**src/rtl/time_set_ctrl.sv**
```systemverilog
// Push-button time editor: debounces five buttons, edits a copy of the live
// time and hands it to the time counter with a one-cycle load pulse.
module time_set_ctrl #(
    parameter int DEB_TICKS  = 4,
    parameter int TIMEOUT_MS = 10000,
    parameter int BLINK_MS   = 250
) (
    input  logic       clk,
    input  logic       rst_n,
    input  logic       msec_tick,
    input  logic       up,
    input  logic       down,
    input  logic       left,
    input  logic       right,
    input  logic       middle,
    input  logic [4:0] cur_hour,
    input  logic [5:0] cur_min,
    input  logic [5:0] cur_sec,
    output logic [4:0] set_hour,
    output logic [5:0] set_min,
    output logic [5:0] set_sec,
    output logic       load,
    output logic       editing,
    output logic [1:0] field,
    output logic       blink
);
    // state  | meaning
    // IDLE   | not editing, field=0, waits for a middle press
    // EDIT   | set_* being edited, timeout and blink timers running
    // COMMIT | single cycle with load=1, then back to IDLE
    typedef enum logic [1:0] {IDLE, EDIT, COMMIT} state_t;

    localparam int DW = $clog2(DEB_TICKS + 1);
    localparam int TW = $clog2(TIMEOUT_MS + 1);
    localparam int BW = $clog2(BLINK_MS + 1);
    localparam logic [DW-1:0] DEB_LAST = DW'(DEB_TICKS - 1);
    localparam logic [TW-1:0] TO_LAST  = TW'(TIMEOUT_MS - 1);
    localparam logic [BW-1:0] BL_LAST  = BW'(BLINK_MS - 1);

    logic [4:0]    btn_raw, sync_a, sync_b, deb, deb_q, press;
    logic [DW-1:0] deb_cnt [5];
    logic          ev_mid, ev_up, ev_dn, ev_lt, ev_rt, ev_any;

    assign btn_raw = {middle, up, down, left, right};
    assign press   = deb & ~deb_q;

    always_ff @(posedge clk or negedge rst_n) begin
        if (!rst_n) begin
            sync_a <= '0;
            sync_b <= '0;
            deb    <= '0;
            deb_q  <= '0;
            for (int i = 0; i < 5; i++) deb_cnt[i] <= '0;
        end else begin
            sync_a <= btn_raw;
            sync_b <= sync_a;
            deb_q  <= deb;
            if (msec_tick) begin
                for (int i = 0; i < 5; i++) begin
                    if (sync_b[i] == deb[i]) begin
                        deb_cnt[i] <= '0;
                    end else if (deb_cnt[i] == DEB_LAST) begin
                        deb[i]     <= sync_b[i];
                        deb_cnt[i] <= '0;
                    end else begin
                        deb_cnt[i] <= deb_cnt[i] + DW'(1);
                    end
                end
            end
        end
    end

    // Fixed priority: middle > up > down > left > right.
    assign ev_mid = press[4];
    assign ev_up  = press[3] & ~press[4];
    assign ev_dn  = press[2] & ~|press[4:3];
    assign ev_lt  = press[1] & ~|press[4:2];
    assign ev_rt  = press[0] & ~|press[4:1];
    assign ev_any = |press;

    function automatic logic [5:0] step(input logic [5:0] v, input logic [5:0] max_v,
                                       input logic inc);
        if (inc) return (v == max_v) ? 6'd0 : v + 6'd1;
        else     return (v == 6'd0) ? max_v : v - 6'd1;
    endfunction

    state_t        state, state_nx;
    logic [4:0]    hour_nx;
    logic [5:0]    min_nx, sec_nx;
    logic [1:0]    field_nx;
    logic          blink_nx;
    logic [TW-1:0] to_cnt, to_nx;
    logic [BW-1:0] bl_cnt, bl_nx;

    always_comb begin
        state_nx = state;
        hour_nx  = set_hour;
        min_nx   = set_min;
        sec_nx   = set_sec;
        field_nx = field;
        blink_nx = blink;
        to_nx    = to_cnt;
        bl_nx    = bl_cnt;
        case (state)
            IDLE: begin
                field_nx = 2'd0;
                blink_nx = 1'b0;
                if (ev_mid) begin
                    state_nx = EDIT;
                    hour_nx  = (cur_hour > 5'd23) ? 5'd0 : cur_hour;
                    min_nx   = (cur_min > 6'd59) ? 6'd0 : cur_min;
                    sec_nx   = (cur_sec > 6'd59) ? 6'd0 : cur_sec;
                    field_nx = 2'd3;
                    to_nx    = '0;
                    bl_nx    = '0;
                end
            end
            EDIT: begin
                if (ev_any) begin
                    to_nx    = '0;
                    bl_nx    = '0;
                    blink_nx = 1'b0;
                    if (ev_mid) begin
                        state_nx = COMMIT;
                        field_nx = 2'd0;
                    end else if (ev_up || ev_dn) begin
                        case (field)
                            2'd1:    sec_nx  = step(set_sec, 6'd59, ev_up);
                            2'd2:    min_nx  = step(set_min, 6'd59, ev_up);
                            default: hour_nx = 5'(step({1'b0, set_hour}, 6'd23, ev_up));
                        endcase
                    end else if (ev_lt) begin
                        field_nx = (field == 2'd3) ? 2'd1 : field + 2'd1;
                    end else if (ev_rt) begin
                        field_nx = (field == 2'd1) ? 2'd3 : field - 2'd1;
                    end
                end else if (msec_tick) begin
                    if (bl_cnt == BL_LAST) begin
                        bl_nx    = '0;
                        blink_nx = ~blink;
                    end else begin
                        bl_nx = bl_cnt + BW'(1);
                    end
                    // Timeout overrides the blink update: abort without loading.
                    if (to_cnt == TO_LAST) begin
                        state_nx = IDLE;
                        field_nx = 2'd0;
                        blink_nx = 1'b0;
                    end else begin
                        to_nx = to_cnt + TW'(1);
                    end
                end
            end
            default: begin
                state_nx = IDLE;
                field_nx = 2'd0;
                blink_nx = 1'b0;
            end
        endcase
    end

    always_ff @(posedge clk or negedge rst_n) begin
        if (!rst_n) begin
            state    <= IDLE;
            set_hour <= '0;
            set_min  <= '0;
            set_sec  <= '0;
            field    <= '0;
            blink    <= 1'b0;
            load     <= 1'b0;
            editing  <= 1'b0;
            to_cnt   <= '0;
            bl_cnt   <= '0;
        end else begin
            state    <= state_nx;
            set_hour <= hour_nx;
            set_min  <= min_nx;
            set_sec  <= sec_nx;
            field    <= field_nx;
            blink    <= blink_nx;
            load     <= (state_nx == COMMIT);
            editing  <= (state_nx == EDIT);
            to_cnt   <= to_nx;
            bl_cnt   <= bl_nx;
        end
    end
endmodule
```
**config.mk**
```make
export PLATFORM = sky130hd
export DESIGN_NAME = time_set_ctrl
export DESIGN_NICKNAME = d
export VERILOG_FILES = /design/src/rtl/time_set_ctrl.sv
export SDC_FILE = /design/constraint.sdc
export NUM_CORES = 1
export LEC_CHECK = 0
export BUFFER_PORTS_ARGS = -buffer_cell sky130_fd_sc_hd__buf_2
export CORE_MARGIN = 1.5
export CORE_UTILIZATION = 45
export CTS_CLUSTER_DIAMETER = 50
export CTS_CLUSTER_SIZE = 10
export DETAILED_ROUTE_END_ITERATION = 10
export GPL_ROUTABILITY_DRIVEN = 0
export SYNTH_ARGS = -nofsm -noshare
export SYNTH_HDL_FRONTEND = slang
export SYNTH_SLANG_ARGS = --single-unit
```
**constraint.sdc**
```tcl
create_clock -name clk -period 2.5 [get_ports clk]
set_input_delay 0.5 -clock clk [delete_from_list [all_inputs] [get_ports clk]]
set_output_delay 0.5 -clock clk [all_outputs]
set_load 0.01 [all_outputs]
```
* Word level (Yosys, flattened, before mapping)
Cells that the tools add are included.
Word-level totals: flip-flop bits (word level) 81, output and inout port bits 22, word-level logic and storage cells 186
Cells by class: muxes and demuxes 72, $lt $le $gt $ge 3, add/subtract/negate cells 15, reductions and logical operators 26, eq/ne operators 34, bitwise logic cells 13
Operators with widths (number):
- $mux W6 | 18
- $mux W14 | 4
- $mux W5 | 9
- $mux W8 | 4
- $mux W2 | 15
- $mux W3 | 10
- $pmux W14 S2 | 1
- $pmux W6 S2 | 2
- $reduce_and A3 Y1 | 6
- $reduce_and A6 Y1 | 3
- $pmux W8 S2 | 1
- $add A3 B1 Y3 const B | 5
- $eq A3 B2 Y1 const B | 5
- $add A14 B1 Y14 const B | 1
- $eq A14 B14 Y1 const B | 1
- $add A6 B1 Y6 const B | 2
- $eq A6 B6 Y1 const B | 2
- $gt A6 B6 Y1 const B | 2
- $logic_not A6 Y1 | 2
- $ne A2 B2 Y1 const B | 6
- $sub A6 B1 Y6 const B | 2
- $pmux W5 S2 | 1
- $ne A3 B3 Y1 const B | 3
- $add A8 B1 Y8 const B | 1
- 30 further kinds | 57

* Depth between registers and ports, before layout
depth in word-level cells 11, depth in mapped cells 8, gate-level depth less buffers 7

* Least setup slack after synthesis
Ideal clock, no wire load.
path kind reg2reg, start point reg to_cnt[7], end point reg field[0], stages on the path, launching flop included 6, data required time 2.375 ns, data arrival time 1.816 ns, path slack 0.559 ns, period minus slack after synthesis 1.941 ns, cells stage by stage dfrtp_1 -> or3_4 -> nor4_4 -> nand3_1 -> nand2_1 -> mux2_2
Between the ends: cells in the longest elaborated chain, start to end 3
Ends and longest elaborated chain:
- from (decl) | line 92 | logic [TW-1:0] to_cnt, to_nx;
- from (signal assigned) | line 183 | to_cnt <= to_nx;
- $eq A14 B14 Y1 | line 145 | if (to_cnt == TO_LAST) begin
- $ne A3 B3 Y1 (no line)
- $reduce_and A4 Y1 (no line)
- to (signal assigned) | line 179 | field <= field_nx;
- to (decl) | line 24 | output logic [1:0] field,
Every way passes these cells. A chain may end at the register's enable or synchronous reset.

* Worst setup path after layout
start point reg deb[3], end point reg set_sec[4]
Between the ends: cells in the longest elaborated chain, start to end 8, elaborated cells on any way between the ends 16, classes of those cells 2 x eq/ne; 6 x mux; 3 x bitwise; 5 x reduce/logical
Ends and longest elaborated chain:
- from (decl) | line 40 | logic [4:0] btn_raw, sync_a, sync_b, deb, deb_q, press;
- from (signal, indexed assignment) | line 63 | deb[i] <= sync_b[i];
- $and A5 B5 Y5 * | line 45 | assign press = deb & ~deb_q;
- $and A1 B1 Y1 | line 75 | assign ev_up = press[3] & ~press[4];
- $mux W6 | line 83 | if (inc) return (v == max_v) ? 6'd0 : v + 6'd1;
- $mux W6 | line 127 | case (field)
- $mux W6 | line 126 | end else if (ev_up || ev_dn) begin
- $mux W6 | line 123 | if (ev_mid) begin
- $mux W6 | line 119 | if (ev_any) begin
- $pmux W6 S2 | line 104 | case (state)
- to (signal assigned) | line 178 | set_sec <= sec_nx;
- to (decl) | line 21 | output logic [5:0] set_sec,
Mark *: on every way between the ends. The rest lies on a longest branch, timed or not. The select of a mux whose other input is x is not followed.

==> flow_metrics.tcl <==
set metrics [dict create \
    status "complete, no violations" \
    cp_max_fo 10 \
    hpwl_um 7562 \
    fin_skew_ps 10.83 \
    synth_area_leaders "dfrtp_1, ha_1, nand3_1" \
    tritoncts "built" \
    grt_pass1_wl_um 18350 \
    yosysSeqAreaShare_pct 42.26 \
    syn-num-nets 571 \
    clock_latency_ps 360 \
    dr.pass1.iters 5 \
    crit_arrival_ps 2460 \
    setup_violations 0 \
    routed_via_density 5.740 \
    synthCells 526 \
    finalCriticalPeriod_ps 2214 \
    die_w_um 106.2 \
    worst-slew-pin-transition_ps 651.4 \
    floorplan.rows 37 \
    hp-class "in2async" \
    synth_warnings 0 \
    yosysTopAreaCell "dfrtp_1" \
    grt_max_degree 44 \
    synth-async-reset-ratio_pct 100.0 \
    core-area_um2 10320 \
    synth_area_um2 4796 \
    synth_commonest_cells "dfrtp_1, nor2_1, inv_1, nand2_1, nand3_1" \
    drt_iter0_drc 264 \
    clock.fmax_mhz 451.7 \
    io_pins 47 \
    drtAntennaViolNets 0 \
    die_y_um 106.2 \
    yosysMostFrequentCell "dfrtp_1" \
    io_buffers 46 \
    synth_edf_count 0 \
    maxSlewViolCount 0 \
    grt_pass1_vias 3876 \
    cap_violations 0 \
    clkSinkCount 81 \
    hold_buffers 0 \
    ys_types 72 \
    hold_ws_ps 112.4 \
    slew_headroom_pct 56.31 \
    diodes 0 \
    drive_gt1_share_pct 16.40 \
    placedCellCount 693 \
    grtUsageTotal_pct 20.18 \
    syn_area_per_cell_um2 9.118 \
    slowest_stage "nor2b_1" \
    ys_ff_latch 81 \
    grt-ovfl-total 0 \
    worstSetupPathType "reg2reg" \
    power_density_nw_per_um2 1129 \
    peakVddDrop_uv 387.3 \
    min_period_over_period_pct 88.56 \
    post_cts_resized 0 \
    leakage_nw 2.325 \
    max_stage_delay_ps 510 \
    nets 613 \
    cts_made_buffers 9 \
    area_delta_synth_final_pct 12.34 \
    power.total_w 0.006080 \
    cts_buffer_depth 2 \
    utilization_pct 52.19 \
    antenna_found_initial 0 \
    start_util_pct 46.45 \
    clk_root_buffer_cell "clkbuf_8" \
    synth_flop_cell "dfrtp_1" \
    fin_cells 709 \
    synth_top_area_share_pct 42.26 \
    cts.clk_slew.worst_paths_ps 90 \
    vias 4070 \
    die_area_um2 11290 \
    drc 0 \
    htree_levels 3 \
    wl_um 10660 \
    setup_tns_ps 0 \
    finalHoldViolCount 0 \
    wire_per_inst_um 15.03 \
    cp-start-kind "flop" \
    rsz0062_at_grt "no" \
    cp-end-kind "flop" \
    postCtsSetupBuffers 0 \
    crit_required_ps 2750 \
    worstPathCellList "nor2b_1 -> o211ai_1 -> o21ai_2 -> mux2_2" \
]
## area by class of cell
| cell class | instances | area [um^2] |
|---|---|---|
| inverter | 35 | 131.4 |
| fill | 980 | 4936 |
| tap | 136 | 170.2 |
| clock inverter | 5 | 62.56 |
| clock buffer | 11 | 141.4 |
| sequential | 81 | 2027 |
| multi-input combinational | 385 | 2535 |
| timing repair buffer | 56 | 320.3 |
## where the power goes
part           internal (W)  switching, W
sequential          0.00165      0.000494
combinational       0.00124       0.00169
clock              0.000497      0.000506
## through the flow
step / setup slack (ps) / cell area, um^2
6_report: 285.9 / 5388
5_1_grt: 96.86 / 5388
4_1_cts: 253.1 / 5388
3_5_place_dp: 289.2 / 5184
3_3_place_gp: 331.7 / 5184
2_1_floorplan: 559.2 / 4796
## layout by cell type, fill, tap and decap left out, types with 4 or more instances in the layout
master     netlist  layout
dfrtp_1         81      81
buf_2            7      45
nor2_1          40      40
nand2_1         35      35
inv_1           35      35
nand3_1         33      33
a21oi_1         31      31
o21ai_0         31      31
ha_1            20      20
a31oi_1         14      14
mux2_2          13      13
o22ai_1         11      11
nor3_1          10      10
xnor2_1         10      10
clkbuf_8         0      10
buf_4            0      10
nand2b_1         9       9
nor2b_1          7       7
o211ai_1         7       7
nor4_1           7       7
or3_1            6       6
xor2_1           6       6
o2bb2ai_1        6       6
nand4_1          5       5
and3_1           5       5
a21boi_0         4       4
o21bai_1         4       4
nand3b_1         4       4
## metal layers
| layer | global-route usage (%) | wire (um) | up-vias |
|---|---|---|---|
| li1 | - | - | 2002 |
| met1 | 26.76 | 5016 | 1973 |
| met2 | 33.27 | 5115 | 84 |
| met3 | 4.108 | 402 | 11 |
| met4 | 5.985 | 122 | 0 |
| met5 | 0 | 0 | - |
## worst max-delay path, delay by kind of cell (launching register included)
family             cells  cell delay, ps
DFF                    1             420
AOI/OAI and AO/OA      2             770
and+or+nand+nor        1             510
muxes                  1             390
## final timing paths
kind | startpoint | endpoint | slack (ps) | cells past startpoint
hold / removal | rst_n | set_min[5]$_DFFE_PN0P_ | 110 | 1
max in group asynchronous | rst_n | blink$_DFFE_PN0P_ | 1750 | 2
hold reg to reg | sync_a[2]$_DFF_PN0_ | sync_b[2]$_DFF_PN0_ | 350 | 0
setup / recovery | deb[3]$_DFFE_PN0P_ | set_sec[4]$_DFFE_PN0P_ | 290 | 4
setup reg to reg | deb[3]$_DFFE_PN0P_ | set_sec[4]$_DFFE_PN0P_ | 290 | 4
min in group clk | down | sync_a[2]$_DFF_PN0_ | 240 | 1
## registers in the layout, summed over array words and instances (netlist names), 6 cells and up
name and flops:
set_min 6, set_sec 6, to_cnt 14, bl_cnt 8, deb_cnt 15
## cell families after synthesis
| kind of cell | count (synthesis) | share of synthesized area (%) |
|---|---|---|
| xor gates and xnor gates | 16 | 2.922 |
| DFF | 81 | 42.26 |
| buffers and inverters | 60 | 4.879 |
| and+or+nand+nor | 185 | 20.95 |
| muxes | 15 | 3.470 |
| adders and majority gates | 20 | 5.218 |
| AOI/OAI and AO/OA | 149 | 20.30 |
Note: power is estimated with default switching activity, not from simulation.
